**src/rtl/iq_pair_shifter.sv**
```systemverilog
// Pairs interleaved ADC samples into I/Q words and applies out = I*cos - Q*sin (IQ_IMAGE_OUT_EN adds out_image = I*sin + Q*cos).
// Latency: 3 cycles from the pair-completing edge to the one-cycle out_valid strobe; one pair per two valid samples.
// Backpressure: none; the pipeline never stalls and downstream must accept every strobe.
module iq_pair_shifter #(
    parameter int DATA_W     = 16,
    parameter int TRIG_W     = 17,
    parameter int OUT_W      = 32,
    parameter int Q_FIRST    = 1,
    parameter int OFFSET_IN  = 1,
    parameter int OFFSET_OUT = 1
) (
    input  logic              M100CLK,
    input  logic              reset,
    input  logic [DATA_W-1:0] in_data,
    input  logic              in_valid,
    input  logic              in_sync,
    input  logic [TRIG_W-1:0] cos_in,
    input  logic [TRIG_W-1:0] sin_in,
    output logic [OUT_W-1:0]  out_data,
`ifdef IQ_IMAGE_OUT_EN
    output logic [OUT_W-1:0]  out_image,
`endif
    output logic              out_valid,
    output logic [15:0]       slip_count,
    output logic              busy
);
    localparam int PROD_W = DATA_W + TRIG_W;
    localparam int SUM_W  = PROD_W + 1;
    localparam int SHIFT  = SUM_W - OUT_W;
    localparam logic [DATA_W-1:0] IN_FLIP  = (OFFSET_IN != 0)  ? {1'b1, {(DATA_W-1){1'b0}}} : '0;
    localparam logic [OUT_W-1:0]  OUT_FLIP = (OFFSET_OUT != 0) ? {1'b1, {(OUT_W-1){1'b0}}}  : '0;

    typedef enum logic {ST_FIRST, ST_SECOND} state_t;

    state_t                   state_q;
    logic                     run_q;
    logic                     accept_d;
    logic [DATA_W-1:0]        samp_d;
    logic [DATA_W-1:0]        first_q;
    logic [15:0]              slip_q;
    logic                     v0_q, v1_q, v2_q, out_valid_q;
    logic signed [DATA_W-1:0] i0_q, q0_q;
    logic signed [TRIG_W-1:0] cos0_q, sin0_q;
    logic signed [PROD_W-1:0] p_ic_q, p_qs_q;
    logic signed [SUM_W-1:0]  s_q, s_d;
    logic [OUT_W-1:0]         out_data_q;
`ifdef IQ_IMAGE_OUT_EN
    logic signed [PROD_W-1:0] p_is_q, p_qc_q;
    logic signed [SUM_W-1:0]  im_q, im_d;
    logic [OUT_W-1:0]         out_image_q;
`endif

    assign samp_d   = in_data ^ IN_FLIP;
    assign accept_d = in_valid & run_q;

    // Single-flop release gate: nothing is accepted on the first edge after reset deasserts.
    always_ff @(posedge M100CLK or negedge reset) begin
        if (!reset) begin
            run_q <= 1'b0;
        end else begin
            run_q <= 1'b1;
        end
    end

    // Pairing FSM; also loads pipeline stage 0 on the pair-completing edge.
    always_ff @(posedge M100CLK or negedge reset) begin
        if (!reset) begin
            state_q <= ST_FIRST;
            first_q <= '0;
            slip_q  <= '0;
            v0_q    <= 1'b0;
            i0_q    <= '0;
            q0_q    <= '0;
            cos0_q  <= '0;
            sin0_q  <= '0;
        end else begin
            v0_q <= 1'b0;
            if (accept_d) begin
                case (state_q)
                    ST_FIRST: begin
                        first_q <= samp_d;
                        state_q <= ST_SECOND;
                    end
                    ST_SECOND: begin
                        if (in_sync) begin
                            first_q <= samp_d;
                            if (slip_q != 16'hFFFF) begin
                                slip_q <= slip_q + 16'd1;
                            end
                        end else begin
                            v0_q    <= 1'b1;
                            cos0_q  <= cos_in;
                            sin0_q  <= sin_in;
                            state_q <= ST_FIRST;
                            if (Q_FIRST != 0) begin
                                q0_q <= first_q;
                                i0_q <= samp_d;
                            end else begin
                                i0_q <= first_q;
                                q0_q <= samp_d;
                            end
                        end
                    end
                    default: state_q <= ST_FIRST;
                endcase
            end
        end
    end

    assign s_d = SUM_W'(p_ic_q) - SUM_W'(p_qs_q);
`ifdef IQ_IMAGE_OUT_EN
    assign im_d = SUM_W'(p_is_q) + SUM_W'(p_qc_q);
`endif

    always_ff @(posedge M100CLK or negedge reset) begin
        if (!reset) begin
            v1_q        <= 1'b0;
            v2_q        <= 1'b0;
            out_valid_q <= 1'b0;
            p_ic_q      <= '0;
            p_qs_q      <= '0;
            s_q         <= '0;
            out_data_q  <= '0;
`ifdef IQ_IMAGE_OUT_EN
            p_is_q      <= '0;
            p_qc_q      <= '0;
            im_q        <= '0;
            out_image_q <= '0;
`endif
        end else begin
            v1_q        <= v0_q;
            v2_q        <= v1_q;
            out_valid_q <= v2_q;
            if (v0_q) begin
                p_ic_q <= PROD_W'(i0_q) * PROD_W'(cos0_q);
                p_qs_q <= PROD_W'(q0_q) * PROD_W'(sin0_q);
`ifdef IQ_IMAGE_OUT_EN
                p_is_q <= PROD_W'(i0_q) * PROD_W'(sin0_q);
                p_qc_q <= PROD_W'(q0_q) * PROD_W'(cos0_q);
`endif
            end
            if (v1_q) begin
                s_q <= s_d;
`ifdef IQ_IMAGE_OUT_EN
                im_q <= im_d;
`endif
            end
            // Arithmetic shift keeps the top OUT_W bits, rounding toward -inf.
            if (v2_q) begin
                out_data_q <= OUT_W'(s_q >>> SHIFT) ^ OUT_FLIP;
`ifdef IQ_IMAGE_OUT_EN
                out_image_q <= OUT_W'(im_q >>> SHIFT) ^ OUT_FLIP;
`endif
            end
        end
    end

    assign out_data   = out_data_q;
    assign out_valid  = out_valid_q;
    assign slip_count = slip_q;
    assign busy       = v0_q | v1_q | v2_q | out_valid_q;
`ifdef IQ_IMAGE_OUT_EN
    assign out_image  = out_image_q;
`endif

endmodule

```
**config.mk**
```make
export PLATFORM = sky130hd
export DESIGN_NAME = iq_pair_shifter
export DESIGN_NICKNAME = d
export VERILOG_FILES = /design/src/rtl/iq_pair_shifter.sv
export SDC_FILE = /design/constraint.sdc
export NUM_CORES = 2
export LEC_CHECK = 0
export ABC_AREA = 0
export CORE_MARGIN = 2
export CORE_UTILIZATION = 40
export DETAILED_ROUTE_END_ITERATION = 8
export GPL_TIMING_DRIVEN = 1
export PLACE_DENSITY_LB_ADDON = 0.1
export SLEW_MARGIN = 20
export SYNTH_ARGS = -nofsm -noshare
export SYNTH_HDL_FRONTEND = slang
export SYNTH_SLANG_ARGS = --single-unit
```
**constraint.sdc**
```tcl
create_clock -name M100CLK -period 11.3 [get_ports M100CLK]
set_input_delay 2.26 -clock M100CLK [delete_from_list [all_inputs] [get_ports M100CLK]]
set_output_delay 2.26 -clock M100CLK [all_outputs]
set_load 0.02 [all_outputs]
```
# [Word-level counts from Yosys, hierarchy flattened]
# Index checks and enable logic that the tools add are counted.
[op_classes] addsub=2 mul=2 n_eq_ne=2 n_mux=7 n_bitwise=8 n_reduce_logical=3
[ops] operator="16-bit by 17-bit multiplier with 33-bit output" count=2
[ops] operator="33-bit by 33-bit subtractor with 34-bit output" count=1
[ops] operator="16-bit one-hot mux with 2 select lines" count=1
[ops] operator="16-bit by 1-bit adder with 16-bit output, second input constant" count=1
[ops] operator="16-bit 2-to-1 mux" count=1
[ops] operator="16-bit != test, second input constant" count=1
[ops] operator="1-bit 2-to-1 mux" count=4
[ops] operator="1-bit NOT" count=4
[ops] operator="4-bit AND reduction" count=1
[ops] operator="1-bit OR" count=3
[ops] operator="3-bit AND reduction" count=1
[ops] operator="2-bit != test, second input constant" count=1
[ops] operator="1-bit one-hot mux with 2 select lines" count=1
[ops] operator="2-bit AND reduction" count=1
[ops] operator="1-bit AND" count=1
[totals] ff_bits=236 input_bits=54 out_inout_bits=50 elab_cells=40

# [Depth between registers and ports, before layout]
[depth] depth_word=3 mapped_depth=24

# [Least setup slack after synthesis]
# No wires, ideal clock.
[synth_path] path_kind="flip-flop to flip-flop" start="register i0_q[7]" end="register p_ic_q[30]" arrival_ps=6046 t_required_ps=11180 slack_ps=5134 stages_incl_launch_ff=23 path_buffers=2 cell_sequence="dfrtp_1 -> clkbuf_1 -> clkbuf_1 -> nand2_1 -> fa_1 -> inv_1 -> fa_1 -> fa_1 -> fa_1 -> fa_1 -> inv_1 -> fa_1 -> inv_1 -> ha_1 -> a21o_1 -> a21o_1 -> a2111oi_0 -> o31ai_1 -> nor3_1 -> a21oi_1 -> o211ai_1 -> nand3_1 -> a31o_1"
[synth_between] elab_chain_cells=1
[synth_rtl] item="start: declaration" line="42" source="logic signed [DATA_W-1:0] i0_q, q0_q;"
[synth_rtl] item="start signal: assignment" line="97" source="i0_q <= samp_d;"
[synth_rtl] item="start signal: assignment" line="99" source="i0_q <= first_q;"
[synth_rtl] item="16-bit by 17-bit multiplier with 33-bit output" line="135" source="p_ic_q <= PROD_W'(i0_q) * PROD_W'(cos0_q);"
[synth_rtl] item="end signal: assignment" line="135"
[synth_rtl] item="end: declaration" line="44" source="logic signed [PROD_W-1:0] p_ic_q, p_qs_q;"
# Every way passes these cells.
# A chain may end at the register's enable or synchronous reset.

# [Worst setup path after layout]
[layout_path] start="register q0_q[7]" end="register p_qs_q[24]"
[layout_between] elab_chain_cells=1
[layout_rtl] item="start: declaration" line="42"
[layout_rtl] item="start signal: assignment" line="96" source="q0_q <= first_q;"
[layout_rtl] item="start signal: assignment" line="100" source="q0_q <= samp_d;"
[layout_rtl] item="16-bit by 17-bit multiplier with 33-bit output" line="136" source="p_qs_q <= PROD_W'(q0_q) * PROD_W'(sin0_q);"
[layout_rtl] item="end signal: assignment" line="136"
[layout_rtl] item="end: declaration" line="44"
# Every way passes these cells.

==> results.json <==
{
  "syn2layout_area_growth_pct": 9.995,
  "postCtsHoldBufs": 0,
  "grt_overflow": 0,
  "cp-end-kind": "flip-flop",
  "die_h_um": 281.2,
  "synth_seq_area_share": 0.1905,
  "critPathMaxStageDelay_ps": 940,
  "clock_latency_ps": 590,
  "cts_setup_buffers": 0,
  "crit_type": "flip-flop to flip-flop",
  "rows": 101,
  "hold_viol": 0,
  "synth-seq-cells": 234,
  "ys_types": 72,
  "insertedDiodeCount": 0,
  "dp_hpwl_um": 63070,
  "root_buffer": "clkbuf_16",
  "syn-num-nets": 4009,
  "drt_iter0_markers": 1053,
  "cts_resized": 0,
  "critical_path_required_ps": 11780,
  "cp_cell_sequence": "nand2_1 > fa_1 > inv_1 > fa_1 > inv_1 > fa_1 > inv_1 > fa_1 > fa_1 > inv_1 > fa_1 > inv_1 > ha_1 > nand4_1 > or2_1 > nor4_1 > nor2_1 > a311oi_1 > a21oi_1 > xnor2_1 > mux2_2",
  "ys.flop_type": "dfrtp_1",
  "fmax_mhz": 142.7,
  "portBuffers": 103,
  "cts_made_buffers": 30,
  "fillers": 7344,
  "yosysTopAreaCell": "fa_1",
  "critPathMaxFanout": 18,
  "synth_cells": 3202,
  "status": "finished clean",
  "r2r-end": "p_qs_q[24]$_DFFE_PN0P_",
  "routedWlPerCell_um": 18.02,
  "rr_startpoint": "q0_q[7]$_DFFE_PN0P_",
  "core_area_mm2": 0.07595,
  "avgSynthCellArea_um2": 9.597,
  "crit_path_end": "p_qs_q[24]$_DFFE_PN0P_",
  "synth.area.top_cells": "fa_1 (36%), dfrtp_1 (19%), ha_1 (8.2%)",
  "place.gp.congestion": 0.8499,
  "nNetsFinal": 4040,
  "ant_nets": 0,
  "multiInputGateArea_mm2": 0.02199,
  "worstMarginPinSlew_ps": 946.5,
  "die_w_um": 281.2,
  "r2r_slack_ps": 4290,
  "crit_cells": 21,
  "fin_crit_sh": 0.6200,
  "vias": 20976,
  "synth-edff-count": 0,
  "first_pass_iters": 6,
  "post-route-util": 0.4451,
  "antenna_found_initial": 1,
  "slew_headroom": 0.3690,
  "clock_sinks": 234,
  "synth-async-reset-ratio": 1.000,
  "crit_arrival_ps": 7480,
  "syn-cell-area_mm2": 0.03073,
  "slowest_stage": "dfrtp_1",
  "ios": 104,
  "hold_path.class": "flip-flop to flip-flop",
  "routed_wl_um": 77230,
  "critical_path.top_delay_family": "adder cells",
  "crit_top_cell": "fa_1",
  "die_area_mm2": 0.07906,
  "setup_viol": 0,
  "initial_utilization": 0.4046,
  "cts.clk_slew.worst_paths_ps": 60,
  "drv_slew": 0,
  "startpoint": "q0_q[7]$_DFFE_PN0P_",
  "cts_tree": "done",
  "synth_top_area_frac": 0.3596,
  "rsz0062_at_grt": "no",
  "grt_pass1_vias": 23346,
  "period_minus_slack_ps": 7006,
  "viasPerCell": 4.894,
  "grt_usage": 0.2059,
  "regArea_mm2": 0.005859,
  "finalClockSkew_ps": 21.14,
  "crit_buf_inv": 5,
  "grt_start_max_net_pins": 114,
  "clock_path_buffers": 3,
  "cap_violations": 0,
  "yosys_warnings": 0,
  "drive_above_1_share": 0.05252,
  "cts.htree.levels": 1,
  "setup_tns_ps": 0,
  "critPathLaunchType": "flip-flop",
  "drc": 0,
  "grt_pass1_wl_um": 128200,
  "r2r_cells": 21
}
[registers in the layout (all words and copies together), names as in the netlist]
name,flops
p_ic_q,33
p_qs_q,33
out_data,32
s_q,32
cos0_q,17
sin0_q,17
first_q,16
i0_q,16
q0_q,16
slip_count,16
out_valid,1
run_q,1
state_q,1
v0_q,1
v1_q,1
v2_q,1
[metal layers]
layer  vias up  global-route usage  wire [um]
li1       9789                   -          -
met1     10731              0.2877      35380
met2       385              0.3440      36930
met3        71             0.02552       3329
met4         0             0.04251       1590
met5         -                   0          0
[kinds of logic after synthesis]
family          Yosys count  share of synthesized area
mux                     102                    0.03685
flops                   234                     0.1905
buf+inv                 771                    0.09417
xor+xnor                100                    0.02850
other cells               1                  0.0001220
compound gates          275                    0.06034
simple gates            966                     0.1480
fa+ha+maj               753                     0.4414
[cells in the mapped netlist, drive strengths merged (3+ instances only)]
cell    number
and3         8
a221oi       4
a211o        3
a211oi      14
buf          9
o41ai        4
nor4         3
xnor2       75
a2111o       3
xor2        25
nand2b      10
o22ai        3
nand4       10
o31a         3
mux2        89
ha         201
o21bai      16
mux2i       13
nor2b        8
nand3       21
o21a        14
a21oi       70
o21ai       61
and4         5
o31ai        8
a21o        35
or3          6
o311ai       3
nor2        86
nor3b        3
a31oi        9
and2       266
fa         552
inv        655
nand2      508
dfrtp      234
clkbuf     105
o211ai       7
nor3        25
[cells in the final DEF, fill, tap and decap left out, types with 4 or more instances in the layout]
master,instances
nor3_1,24
and2_1,266
mux2_2,89
mux2i_1,13
and4_1,5
o21a_1,14
or3_1,6
o31ai_1,8
clkdlybuf4s50_1,102
dfrtp_1,233
xor2_1,25
o21ai_0,53
nand3_1,20
buf_4,10
a31oi_1,9
nor2b_1,8
clkbuf_8,5
o41ai_1,4
a21o_1,35
xnor2_1,75
o21bai_1,16
nand2_1,507
a21oi_1,69
and3_1,7
nor2_1,86
bufinv_16,5
a211oi_1,13
ha_1,201
o211ai_1,7
o21ai_1,7
nand4_1,10
clkbuf_16,30
inv_1,654
fa_1,552
nand2b_1,9
clkinv_2,8
[stage by stage]
step | setup slack, ps | instances | cell area (um2) | hold slack [ps]
floorplan | 5134 | 3202 | 30730 | 351.9
detailed placement | 4431 | 4231 | 32710 | 445.5
finish | 4294 | 4286 | 33800 | 456.7
CTS | 4430 | 4286 | 33800 | 460.6
global route | 4004 | 4286 | 33800 | 473.2
global placement | 4425 | 4231 | 32710 | 441.1
[area by class of cell]
cell class,instances,share of cell area
Inverter,657,0.07296
Sequential cell,234,0.1733
Clock buffer,36,0.02436
Timing Repair Buffer,113,0.03287
Tap cell,1030,0.03813
Multi-Input combinational cell,2197,0.6504
Clock inverter,19,0.007921
[worst min-delay path by stage]
stage                                       start                    to  slack (ps)  cells past startpoint
after floorplan                    v2_q$_DFF_PN0_   out_valid$_DFF_PN0_         350                      0
after global placement    first_q[14]$_DFFE_PN0P_  q0_q[14]$_DFFE_PN0P_         440                      2
after detailed placement  first_q[13]$_DFFE_PN0P_  q0_q[13]$_DFFE_PN0P_         450                      2
after CTS                 first_q[13]$_DFFE_PN0P_  q0_q[13]$_DFFE_PN0P_         460                      2
after global routing      first_q[13]$_DFFE_PN0P_  q0_q[13]$_DFFE_PN0P_         470                      2
final                     first_q[13]$_DFFE_PN0P_  q0_q[13]$_DFFE_PN0P_         460                      2
[worst reg2reg max path, delay by kind of cell (launching register included)]
kind            cells  cell delay (ps)
compound gates      2              510
fa+ha+maj           7             3390
xor+xnor            1              150
buf+inv             5              260
flops               1              940
simple gates        5             1400
mux                 1              260
Power is not shown: default switching activity piles up to over one toggle a cycle in this logic, so the estimate is an artifact.
